### src/rtl/if_stage_if.sv
// Fetch-stage bus: instruction-memory port, redirect request and the decode-side handshake.
// "master" is the fetch stage; "slave" is the environment (imem, execute, decode).
interface if_stage_if;
  logic [31:0] imem_addr;
  logic [31:0] imem_instr;
  logic        redirect_valid;
  logic [31:0] redirect_pc;
  logic        id_ready;
  logic        if_valid;
  logic [31:0] if_pc;
  logic [31:0] if_instr;
  logic        if_misalign;

  modport master (
    output imem_addr, if_valid, if_pc, if_instr, if_misalign,
    input  imem_instr, redirect_valid, redirect_pc, id_ready
  );

  modport slave (
    input  imem_addr, if_valid, if_pc, if_instr, if_misalign,
    output imem_instr, redirect_valid, redirect_pc, id_ready
  );
endinterface

### src/rtl/if_stage.sv
// Instruction fetch stage: PC register feeding a 2-entry {pc, instr} FIFO toward decode.
// Optional IF_MISALIGN_CHECK_EN: misaligned redirects raise if_misalign and halt fetch.
module if_stage #(
  parameter logic [31:0] RESET_PC  = 32'h0000_0000,
  parameter logic [31:0] NOP_INSTR = 32'h0000_0013
) (
  input  logic        clk,
  input  logic        rst_n,
  if_stage_if.master  bus
);

  logic [31:0]       pc_q, pc_d;
  logic [1:0]        count_q, count_d;
  logic [1:0][31:0]  ent_pc_q, ent_pc_d;
  logic [1:0][31:0]  ent_instr_q, ent_instr_d;
  logic              pop, fetch, halt;
  logic [1:0]        lvl;

`ifdef IF_MISALIGN_CHECK_EN
  logic misalign_q, misalign_d;
  assign halt            = misalign_q;
  assign bus.if_misalign = misalign_q;
`else
  assign halt            = 1'b0;
  assign bus.if_misalign = 1'b0;
`endif

  assign pop   = (count_q != 2'd0) && bus.id_ready;
  assign fetch = !halt && ((count_q < 2'd2) || pop);
  // Slot the new entry lands in after this cycle's pop has shifted the head out.
  assign lvl   = count_q - {1'b0, pop};

  always_comb begin
    pc_d        = pc_q;
    count_d     = count_q;
    ent_pc_d    = ent_pc_q;
    ent_instr_d = ent_instr_q;
`ifdef IF_MISALIGN_CHECK_EN
    misalign_d  = misalign_q;
`endif
    if (bus.redirect_valid) begin
      count_d = 2'd0;
`ifdef IF_MISALIGN_CHECK_EN
      pc_d       = bus.redirect_pc;
      misalign_d = (bus.redirect_pc[1:0] != 2'b00);
`else
      pc_d       = bus.redirect_pc & 32'hFFFF_FFFC;
`endif
    end else begin
      if (pop) begin
        ent_pc_d[0]    = ent_pc_q[1];
        ent_instr_d[0] = ent_instr_q[1];
      end
      if (fetch) begin
        ent_pc_d[lvl[0]]    = pc_q;
        ent_instr_d[lvl[0]] = bus.imem_instr;
        pc_d                = pc_q + 32'd4;
      end
      count_d = count_q + {1'b0, fetch} - {1'b0, pop};
    end
  end

  always_ff @(posedge clk or negedge rst_n) begin
    if (!rst_n) begin
      pc_q        <= RESET_PC;
      count_q     <= 2'd0;
      ent_pc_q    <= '0;
      ent_instr_q <= {NOP_INSTR, NOP_INSTR};
`ifdef IF_MISALIGN_CHECK_EN
      misalign_q  <= 1'b0;
`endif
    end else begin
      pc_q        <= pc_d;
      count_q     <= count_d;
      ent_pc_q    <= ent_pc_d;
      ent_instr_q <= ent_instr_d;
`ifdef IF_MISALIGN_CHECK_EN
      misalign_q  <= misalign_d;
`endif
    end
  end

  assign bus.imem_addr = pc_q;
  assign bus.if_valid  = (count_q != 2'd0);
  assign bus.if_pc     = (count_q != 2'd0) ? ent_pc_q[0]    : 32'h0;
  assign bus.if_instr  = (count_q != 2'd0) ? ent_instr_q[0] : NOP_INSTR;

endmodule

### src/flat_wrapper.sv
// flat-port wrapper written by rule: the top's interface ports become plain ports
module if_stage_flat 
#(
  parameter logic [31:0] RESET_PC  = 32'h0000_0000,
  parameter logic [31:0] NOP_INSTR = 32'h0000_0013
)
  (clk, rst_n, bus_imem_addr, bus_if_valid, bus_if_pc, bus_if_instr, bus_if_misalign, bus_imem_instr, bus_redirect_valid, bus_redirect_pc, bus_id_ready);
  if_stage_if bus_i ();
  input  logic clk;
  input  logic rst_n;
  output wire logic [$bits(bus_i.imem_addr)-1:0] bus_imem_addr;
  output wire logic [$bits(bus_i.if_valid)-1:0] bus_if_valid;
  output wire logic [$bits(bus_i.if_pc)-1:0] bus_if_pc;
  output wire logic [$bits(bus_i.if_instr)-1:0] bus_if_instr;
  output wire logic [$bits(bus_i.if_misalign)-1:0] bus_if_misalign;
  input wire logic [$bits(bus_i.imem_instr)-1:0] bus_imem_instr;
  input wire logic [$bits(bus_i.redirect_valid)-1:0] bus_redirect_valid;
  input wire logic [$bits(bus_i.redirect_pc)-1:0] bus_redirect_pc;
  input wire logic [$bits(bus_i.id_ready)-1:0] bus_id_ready;
  assign bus_imem_addr = bus_i.imem_addr;
  assign bus_if_valid = bus_i.if_valid;
  assign bus_if_pc = bus_i.if_pc;
  assign bus_if_instr = bus_i.if_instr;
  assign bus_if_misalign = bus_i.if_misalign;
  assign bus_i.imem_instr = bus_imem_instr;
  assign bus_i.redirect_valid = bus_redirect_valid;
  assign bus_i.redirect_pc = bus_redirect_pc;
  assign bus_i.id_ready = bus_id_ready;
  if_stage #(.RESET_PC(RESET_PC), .NOP_INSTR(NOP_INSTR)) u_core (.clk(clk), .rst_n(rst_n), .bus(bus_i));
endmodule
### config.mk
export PLATFORM = sky130hd
export DESIGN_NAME = if_stage_flat
export DESIGN_NICKNAME = d
export VERILOG_FILES = /design/src/rtl/if_stage_if.sv /design/src/rtl/if_stage.sv /design/src/flat_wrapper.sv
export SDC_FILE = /design/constraint.sdc
export NUM_CORES = 1
export LEC_CHECK = 0
export ABC_AREA = 1
export BUFFER_PORTS_ARGS = -buffer_cell sky130_fd_sc_hd__buf_2
export CORE_MARGIN = 1.5
export CORE_UTILIZATION = 45
export CTS_BUF_LIST = sky130_fd_sc_hd__clkbuf_8
export DETAILED_ROUTE_END_ITERATION = 8
export PLACE_DENSITY_LB_ADDON = 0.3
export SLEW_MARGIN = 20
export SYNTH_ARGS = -nofsm -noshare
export SYNTH_HDL_FRONTEND = slang
export SYNTH_SLANG_ARGS = --single-unit
### constraint.sdc
create_clock -name clk -period 4 [get_ports clk]
set_clock_uncertainty 0.15 [all_clocks]
set_input_delay 0.4 -clock clk [delete_from_list [all_inputs] [get_ports clk]]
set_output_delay 0.4 -clock clk [all_outputs]
set_load 0.005 [all_outputs]
==> results.yml, run 1 <==
status:
  status: "complete, no violations"
detailed_routing:
  drt-total-wl_um: 20900
  drtIter0Drc: 628
  drc: 0
  vias_per_cell: 5.216
  drt.antenna.violating_nets: 0
  first_pass_iters: 5
  routedWlPerCell_um: 15.73
  vias: 6932
die:
  num_rows: 47
  coreArea_sq_um: 16640
  chipWidth_um: 133.6
  die_h_um: 133.6
  io_pins: 166
  initial_core_util_pct: 46.12
  dieArea_sq_um: 17850
final_layout:
  nFillCells: 1567
  n_antenna_cell: 0
  final_common_cell: "nand2_1"
  area_growth_syn_to_layout_pct: 17.22
  nets: 1166
  layout-drive-gt1-share_pct: 19.75
  final_cell_mix: "nand2_1, buf_2, dfrtp_1"
logic_synthesis:
  ys_seq_area_share_pct: 51.61
  synth-seq-cells: 158
  syn_inst: 959
  ys_types: 35
  yosysWarningCount: 0
  syn_area_sq_um: 7675
  avgSynthCellArea_sq_um: 8.003
placement:
  place_ws_ns: 0.7045
  numPortBuffers: 160
  gp_congestion: 0.8638
  dpl.hpwl_um: 13440
clocking:
  clk_pin_slew_ns: 0.09
  htreeDepth: 4
  cts_root_buffer: "clkbuf_8"
  clkLatencyLatePin_ns: 0.47
  cts_tree: "done"
  cts_resized: 0
  cts_buffers: 17
  cts_sinks: 158
  cts.path.max_buffers: 2
  cts_setup_buffers: 0
critical_path:
  cp-start-kind: "register"
  cp_max_fo: 96
  worstSetupPathType: "register to register"
  worstPathCellList: "nor2_4 -> buf_4 -> inv_2 -> o21ai_2 -> a21oi_2 -> nand2_4 -> o21ai_0"
  reg2reg_slack_ns: 0.74
  cp_top_family: "compound AO/OA/AOI/OAI gates"
  critPathCaptureType: "register"
  path_buf_inv: 2
  arrival_ns: 3.48
  cpPeakStageDelay_ns: 0.78
  critPathSlowestCell: "nand2_4"
  critPathRequiredTime_ns: 4.22
power_and_ir_drop:
  pwr-share-seq_pct: 40.7
  leakage_nw: 4.749
  pwr-share-clk_pct: 17.7
  pwr-share-comb_pct: 41.5
  p_sw_mw: 2.757
  power.density_nw_per_um2: 742.8
  internal_power_mw: 3.925
  ir_worst_vdd_mv: 0.2984
  p_sw_share_pct: 41.26
hold_path:
  min_path_type: "input pin to register"
timing:
  min_period_ns: 3.263
  min_period_over_period_pct: 81.58
  hold_viol_final: 0
  rsz0062_at_grt: "false"
  relSlewSlack_pct: 34.29
  report.final.slew_viol_count: 0
  fmaxAchievable_ghz: 0.3065
  tightest_slew_ns: 0.9843
  setup_tns_ns: 0
  layout_setup_ws_ns: 0.7368
  setup_viol: 0
grt:
  overflow: 0
  grt_pass1_vias: 6507
  grt_max_degree: 97
  grt_pass1_wl_um: 33910
  grt.total_usage_pct: 23.98
  grt_antenna_before_repair: 0
job:
  maxCapViolCount: 0
[area by class of cell]
type                    count  area [sq um]  share of cell area [%]
flip-flops and latches    158          3961                   44.03
multi-input cells         618          2969                   33.00
repair buffers            171         909.6                   10.11
inverters                 130         490.5                   5.452
well taps                 220         275.3                   3.060
clock buffers              18         247.7                   2.754
clock inverters            14         142.6                   1.586
[power by group through the flow]
| stage | combinational, mW | sequential, mW | clock, mW |
|---|---|---|---|
| floorplan | 1.83 | 2.64 | 0 |
| global placement | 2.72 | 2.72 | 0 |
| detailed placement | 2.79 | 2.74 | 0 |
| CTS | 2.80 | 2.71 | 1.20 |
| global route | 3.16 | 2.81 | 1.27 |
| finish | 2.78 | 2.72 | 1.18 |
[worst register-to-register path, cell delays in order, from the launching register on]
cell,delay [ns]
dfrtp_1,0.50
nor2_4,0.07
buf_4,0.26
inv_2,0.20
o21ai_2,0.12
a21oi_2,0.68
nand2_4,0.78
o21ai_0,0.43
[layer usage]
| layer | up-vias | GRT usage [%] | routed length (um) | part of all wire [%] |
|---|---|---|---|---|
| li1 | 3413 | - | - | - |
| met1 | 3246 | 33.47 | 9825 | 47 |
| met2 | 247 | 37.94 | 9572 | 46 |
| met3 | 26 | 4.338 | 1190 | 5.7 |
| met4 | 0 | 7.971 | 314 | 1.5 |
| met5 | - | 0 | 0 | 0 |
[path summary, 6_finish.rpt]
kind	depth (start not counted)	end	from
setup / recovery	7	u_core.ent_instr_q[46]	u_core.count_q[1]
hold / removal	3	u_core.ent_instr_q[36]	bus_imem_instr[4]
max in group asynchronous	3	u_core.bus.imem_addr[19]	rst_n
min in group asynchronous	2	u_core.ent_instr_q[51]	rst_n
setup reg to reg	7	u_core.ent_instr_q[46]	u_core.count_q[1]
hold reg to reg	2	u_core.ent_instr_q[32]	u_core.ent_instr_q[32]
[what timing repair did]
action / CTS / global route
hold endpoints to repair: 84 / 0
setup endpoints to repair: 0 / 0
hold buffers: 3 / 0
[synthesized netlist by cell type, drive strengths merged]
| cell | n | area share [%] |
|---|---|---|
| clkbuf | 31 | 1.5 |
| inv | 128 | 6.3 |
| o21bai | 1 | 0.098 |
| nand2 | 216 | 11 |
| conb | 1 | 0.049 |
| and2 | 2 | 0.16 |
| xor2 | 1 | 0.11 |
| buf | 24 | 1.9 |
| a21oi | 30 | 2.1 |
| o22ai | 61 | 5.0 |
| o21ai | 57 | 3.8 |
| or2 | 1 | 0.082 |
| nor3 | 2 | 0.13 |
| dfrtp | 152 | 50 |
| ha | 2 | 0.33 |
| nand3 | 73 | 4.8 |
| o211ai | 7 | 0.68 |
| nor3b | 1 | 0.098 |
| a31oi | 1 | 0.082 |
| nand4 | 3 | 0.24 |
| clkinv | 2 | 0.098 |
| nor2 | 107 | 5.3 |
| a22oi | 50 | 4.9 |
| dfstp | 6 | 2.1 |
[stage by stage]
step / utilization, % / instance area (sq um) / instances / total power [mW] / hold WS (ns)
2_1_floorplan: - / 7682 / 961 / 4.470 / -0.04559
3_3_place_gp: 51.53 / 8576 / 1294 / 5.437 / 0.3002
3_5_place_dp: 51.53 / 8576 / 1294 / 5.529 / 0.3056
4_1_cts: 54.06 / 8996 / 1329 / 6.720 / 0.0001840
5_1_grt: 54.06 / 8996 / 1329 / 7.239 / 0.002329
6_report: 54.06 / 8996 / 1329 / 6.682 / 0.01501
[registers in the layout, indices dropped and copies added (netlist names)]
| signal | flops |
|---|---|
| u_core.count_q | 2 |
| u_core.ent_instr_q | 64 |
| u_core.ent_pc_q | 62 |
| u_core.bus.imem_addr | 30 |
[logic make-up after synthesis]
logic type	count (synthesis)	share of synthesized area (%)
AOI/OAI and AO/OA	207	16.60
xor gates and xnor gates	1	0.1141
DFF	158	51.61
adders and majority gates	2	0.3260
buffers and inverters	185	9.863
other	1	0.04886
and+or+nand+nor	405	21.44
Note: power is estimated with default switching activity, not from simulation.
==> inputs of run 2 (changes only) <==
- clock period: 4 -> 3.3 ns (I/O delays scaled with it)
==> results.yml, run 2 (synthesis results as in run 1) <==
job:
  maxCapViolCount: 0
grt:
  grt_antenna_before_repair: 0
  grt_pass1_wl_um: 35800
  grtUsageMet3_pct: 4.072
  grt.total_usage_pct: 25.30
  grt_max_degree: 56
  met1_usage_pct: 33.84
  grt.busiest_layer: "met2"
  grt_pass1_vias: 7071
  met2_usage_pct: 41.77
  overflow: 0
placement:
  numPortBuffers: 160
  gp_congestion: 0.8530
  dpl.hpwl_um: 14100
clocking:
  cts_tree: "done"
  cts_setup_buffers: 0
  cts_sinks: 158
  cts.path.max_buffers: 2
  cts_resized: 0
  clkLatencyLatePin_ns: 0.46
  clk_pin_slew_ns: 0.09
  htreeDepth: 4
  cts_buffers: 17
  cts_root_buffer: "clkbuf_8"
critical_path:
  critPathSlowestCell: "dfrtp_1"
  worstPathCellList: "nor2_4 -> buf_4 -> nor2_1 -> buf_2"
  cp_num_cells: 4
  r2r-start: "u_core.count_q[1]"
  cpPeakStageDelay_ns: 0.47
  critPathCaptureType: "primary output"
  reg2reg_slack_ns: 0.83
  crit_path_end: "bus_if_pc[31]"
  reg2regPathDepth: 9
  r2r-end: "u_core.ent_pc_q[56]"
  cp_max_fo: 38
  worstSetupPathType: "register to primary output"
  critPathRequiredTime_ns: 2.82
  cp_top_family: "buffers and inverters"
  path_buf_inv: 2
  cp-start-kind: "register"
  crit_start: "u_core.count_q[1]"
  arrival_ns: 2.06
power_and_ir_drop:
  leakage_nw: 5.045
  pwr-share-seq_pct: 39.3
  power.density_nw_per_um2: 872.5
  pwr-share-comb_pct: 41.5
  ir_worst_vdd_mv: 0.3469
  p_sw_mw: 3.374
  p_sw_share_pct: 40.16
  internal_power_mw: 5.028
  pwr-share-clk_pct: 19.2
timing:
  fmaxAchievable_ghz: 0.3941
  rsz0062_at_grt: "false"
  min_period_ns: 2.537
  setup_tns_ns: 0
  tightest_slew_ns: 0.7790
  setup_viol: 0
  relSlewSlack_pct: 47.99
  hold_viol_final: 0
  min_period_over_period_pct: 76.89
  report.final.slew_viol_count: 0
final_layout:
  area_growth_syn_to_layout_pct: 25.46
  nFillCells: 1507
  largest_reg_flops: 64
  layout-drive-gt1-share_pct: 19.26
  nets: 1226
  final_common_cell: "nand2_1"
  largest-register: "u_core.ent_instr_q"
  seqCellArea_sq_um: 3961
  utilization_pct: 57.86
  n_antenna_cell: 0
  final_cell_mix: "nand2_1, buf_2, dfrtp_1"
  multi_input_area_sq_um: 2969
detailed_routing:
  drt-total-wl_um: 21760
  drtIter0Drc: 634
  vias: 7294
  routedWlPerCell_um: 15.68
  first_pass_iters: 6
  drt.antenna.violating_nets: 0
  vias_per_cell: 5.255
  drc: 0
hold_path:
  hp-start: "bus_redirect_pc[20]"
  min_path_type: "input pin to register"
die:
  dieArea_sq_um: 17850
  die_h_um: 133.6
  initial_core_util_pct: 46.12
  io_pins: 166
  num_rows: 47
  coreArea_sq_um: 16640
  chipWidth_um: 133.6
status:
  status: "complete, no violations"
## run 2: how the worst min path moves through the flow
stage	endpoint	cells past startpoint
2_1_floorplan	u_core.bus.imem_addr[10]	0
3_3_place_gp	u_core.ent_instr_q[57]	1
3_5_place_dp	u_core.ent_instr_q[28]	1
4_1_cts	u_core.bus.imem_addr[20]	5
5_1_grt	u_core.bus.imem_addr[20]	5
6_report	u_core.bus.imem_addr[20]	5
## run 2: metal layers
layer,part of all wire [%],vias to the layer above
li1,-,3530
met5,0,-
met1,44,3452
met2,48,278
met3,5.8,34
met4,2.1,0
## run 2: worst register-to-register path: stages (launching register included)
cell and delay (ns):
dfrtp_1 0.47, nor2_4 0.39, buf_4 0.29, o21ai_2 0.09, nand2_2 0.14, inv_4 0.05
nand2_4 0.33, buf_12 0.31, nand2_1 0.11, o21ai_1 0.09
## run 2: layout make-up
| type | count | share of cell area (%) |
|---|---|---|
| tap | 220 | 2.859 |
| timing repair buffer | 231 | 15.55 |
| multi-input combinational | 618 | 30.83 |
| inverter | 130 | 5.094 |
| clock buffer | 17 | 2.430 |
| clock inverter | 14 | 2.092 |
| sequential | 158 | 41.14 |
## run 2: repair_timing
| action | in CTS | in global routing |
|---|---|---|
| endpoints found under the setup margin | 0 | 0 |
| hold endpoints to repair | 110 | 0 |
| hold buffers | 53 | 0 |
## run 2: power groups by stage
| stage | clock network, mW | logic, mW | registers (mW) |
|---|---|---|---|
| 6_report | 1.61 | 3.49 | 3.30 |
| 3_5_place_dp | 0 | 3.43 | 3.33 |
| 4_1_cts | 1.64 | 3.49 | 3.29 |
| 2_1_floorplan | 0 | 2.22 | 3.20 |
| 3_3_place_gp | 0 | 3.35 | 3.29 |
| 5_1_grt | 1.71 | 3.95 | 3.42 |
## run 2: per-stage QoR
| stage | cells | worst slack (ns) | cell area (sq um) | total power [mW] | hold slack [ns] |
|---|---|---|---|---|---|
| finish | 1388 | 0.7627 | 9629 | 8.401 | 0.02144 |
| global placement | 1304 | 0.8640 | 8663 | 6.643 | 0.1700 |
| global route | 1388 | 0.5981 | 9629 | 9.075 | 0.03566 |
| floorplan | 961 | 1.523 | 7682 | 5.419 | -0.1156 |
| detailed placement | 1304 | 0.8429 | 8663 | 6.755 | 0.1707 |
| CTS | 1388 | 0.7255 | 9629 | 8.428 | 0.0007322 |
==> inputs of run 3 (changes only) <==
- clock period: 3.3 -> 2.35 ns (I/O delays scaled with it)
==> results.yml, run 3 (synthesis results as in run 1) <==
placement:
  dpl_cell_area_sq_um: 8746
  dpl.hpwl_um: 14020
  dp_cells: 1310
  numPortBuffers: 160
  place_ws_ns: 0.2523
  gp_congestion: 0.9316
detailed_routing:
  routedWlPerCell_um: 15.21
  drt-total-wl_um: 21370
  vias_per_cell: 5.199
  drtIter0Drc: 561
  first_pass_iters: 5
  vias: 7304
  drc: 0
  drt.antenna.violating_nets: 0
timing:
  report.final.slew_viol_count: 0
  min_period_ns: 2.183
  whs_ns: 0.1532
  setup_viol: 0
  min_period_over_period_pct: 92.90
  hold_viol_final: 0
  fmaxAchievable_ghz: 0.4580
  tightest_slew_ns: 1.019
  relSlewSlack_pct: 32.00
  setup_tns_ns: 0
  layout_setup_ws_ns: 0.1668
  rsz0062_at_grt: "false"
final_layout:
  area_growth_syn_to_layout_pct: 27.42
  nets: 1242
  n_antenna_cell: 0
  final_common_cell: "nand2_1"
  fin_area_sq_um: 9779
  final_cell_count_no_fill: 1405
  layout-drive-gt1-share_pct: 19.49
  final_cell_mix: "nand2_1, buf_2, dfrtp_1"
  largest-register: "u_core.ent_instr_q"
  utilization_pct: 58.76
  largest_reg_flops: 64
power_and_ir_drop:
  ir_worst_vdd_mv: 0.6346
  p_total_mw: 11.65
  leakage_nw: 5.113
  power.density_nw_per_um2: 1191
status:
  status: "complete, no violations"
die:
  num_rows: 47
  die_h_um: 133.6
  io_pins: 166
  chipWidth_um: 133.6
  initial_core_util_pct: 46.12
  dieArea_sq_um: 17850
  coreArea_sq_um: 16640
clocking:
  clkLatencyLatePin_ns: 0.46
  cts_buffers: 17
  cts_tree: "done"
  clk_pin_slew_ns: 0.08
  cts_root_buffer: "clkbuf_8"
  cts_setup_buffers: 0
  cts_resized: 0
  cts.path.max_buffers: 2
  htreeDepth: 4
  cts_sinks: 158
grt:
  grt_antenna_before_repair: 1
  overflow: 0
  grt_pass1_wl_um: 34820
  grt_pass1_vias: 6936
  grt.total_usage_pct: 24.58
  grt_max_degree: 59
critical_path:
  cp-start-kind: "register"
  critPathRequiredTime_ns: 1.97
  arrival_ns: 1.80
  reg2reg_slack_ns: 0.21
  cp_max_fo: 38
  r2r-end: "u_core.bus.imem_addr[5]"
  reg2regPathDepth: 7
  critPathCaptureType: "primary output"
  r2r-start: "u_core.count_q[1]"
  worstSetupPathType: "register to primary output"
job:
  maxCapViolCount: 0
hold_path:
  min_path_type: "input pin to async pin"
run 3: how the worst max path moves through the flow:
stage,startpoint,endpoint,slack [ns],cells past startpoint
after floorplan,u_core.count_q[1],u_core.count_q[1],0.57,8
after global placement,u_core.count_q[1],u_core.bus.imem_addr[5],0.31,7
after detailed placement,u_core.count_q[1],u_core.ent_pc_q[5],0.25,5
after CTS,u_core.count_q[1],bus_if_pc[31],0.12,4
after global routing,u_core.count_q[1],bus_if_pc[31],0.02,4
final,u_core.count_q[1],bus_if_instr[30],0.17,4
run 3: worst max-delay path: stages (launching register included):
cell and delay, ns:
dfrtp_1 0.47, nor2_4 0.22, buf_4 0.39, nor2_1 0.11, buf_2 0.15
run 3: metal layers:
layer / up-vias / track usage [%] / wire length, um
met1: 3444 / 33.74 / 9592
li1: 3569 / - / -
met3: 34 / 4.338 / 1182
met2: 255 / 39.46 / 10180
met4: 2 / 8.514 / 408
met5: - / 0 / 13
run 3: cell type report:
type	instances	area, sq um
Multi-Input combinational cell	618	2969
Tap cell	220	275.3
Clock buffer	18	247.7
Inverter	130	490.5
Fill cell	1540	6863
Clock inverter	14	155.1
Sequential cell	158	3961
Timing Repair Buffer	247	1680
run 3: what timing repair did:
item / CTS / global route
endpoints found under the setup margin: 0 / 0
hold buffers: 63 / 0
endpoints found under the hold margin: 148 / 0
run 3: power breakdown:
part           internal [mW]  switching [mW]  total (mW)
logic                   1.98            2.97        4.95
clock network           1.06            1.01        2.07
registers               3.91           0.720        4.63
total                   6.95            4.70        11.6
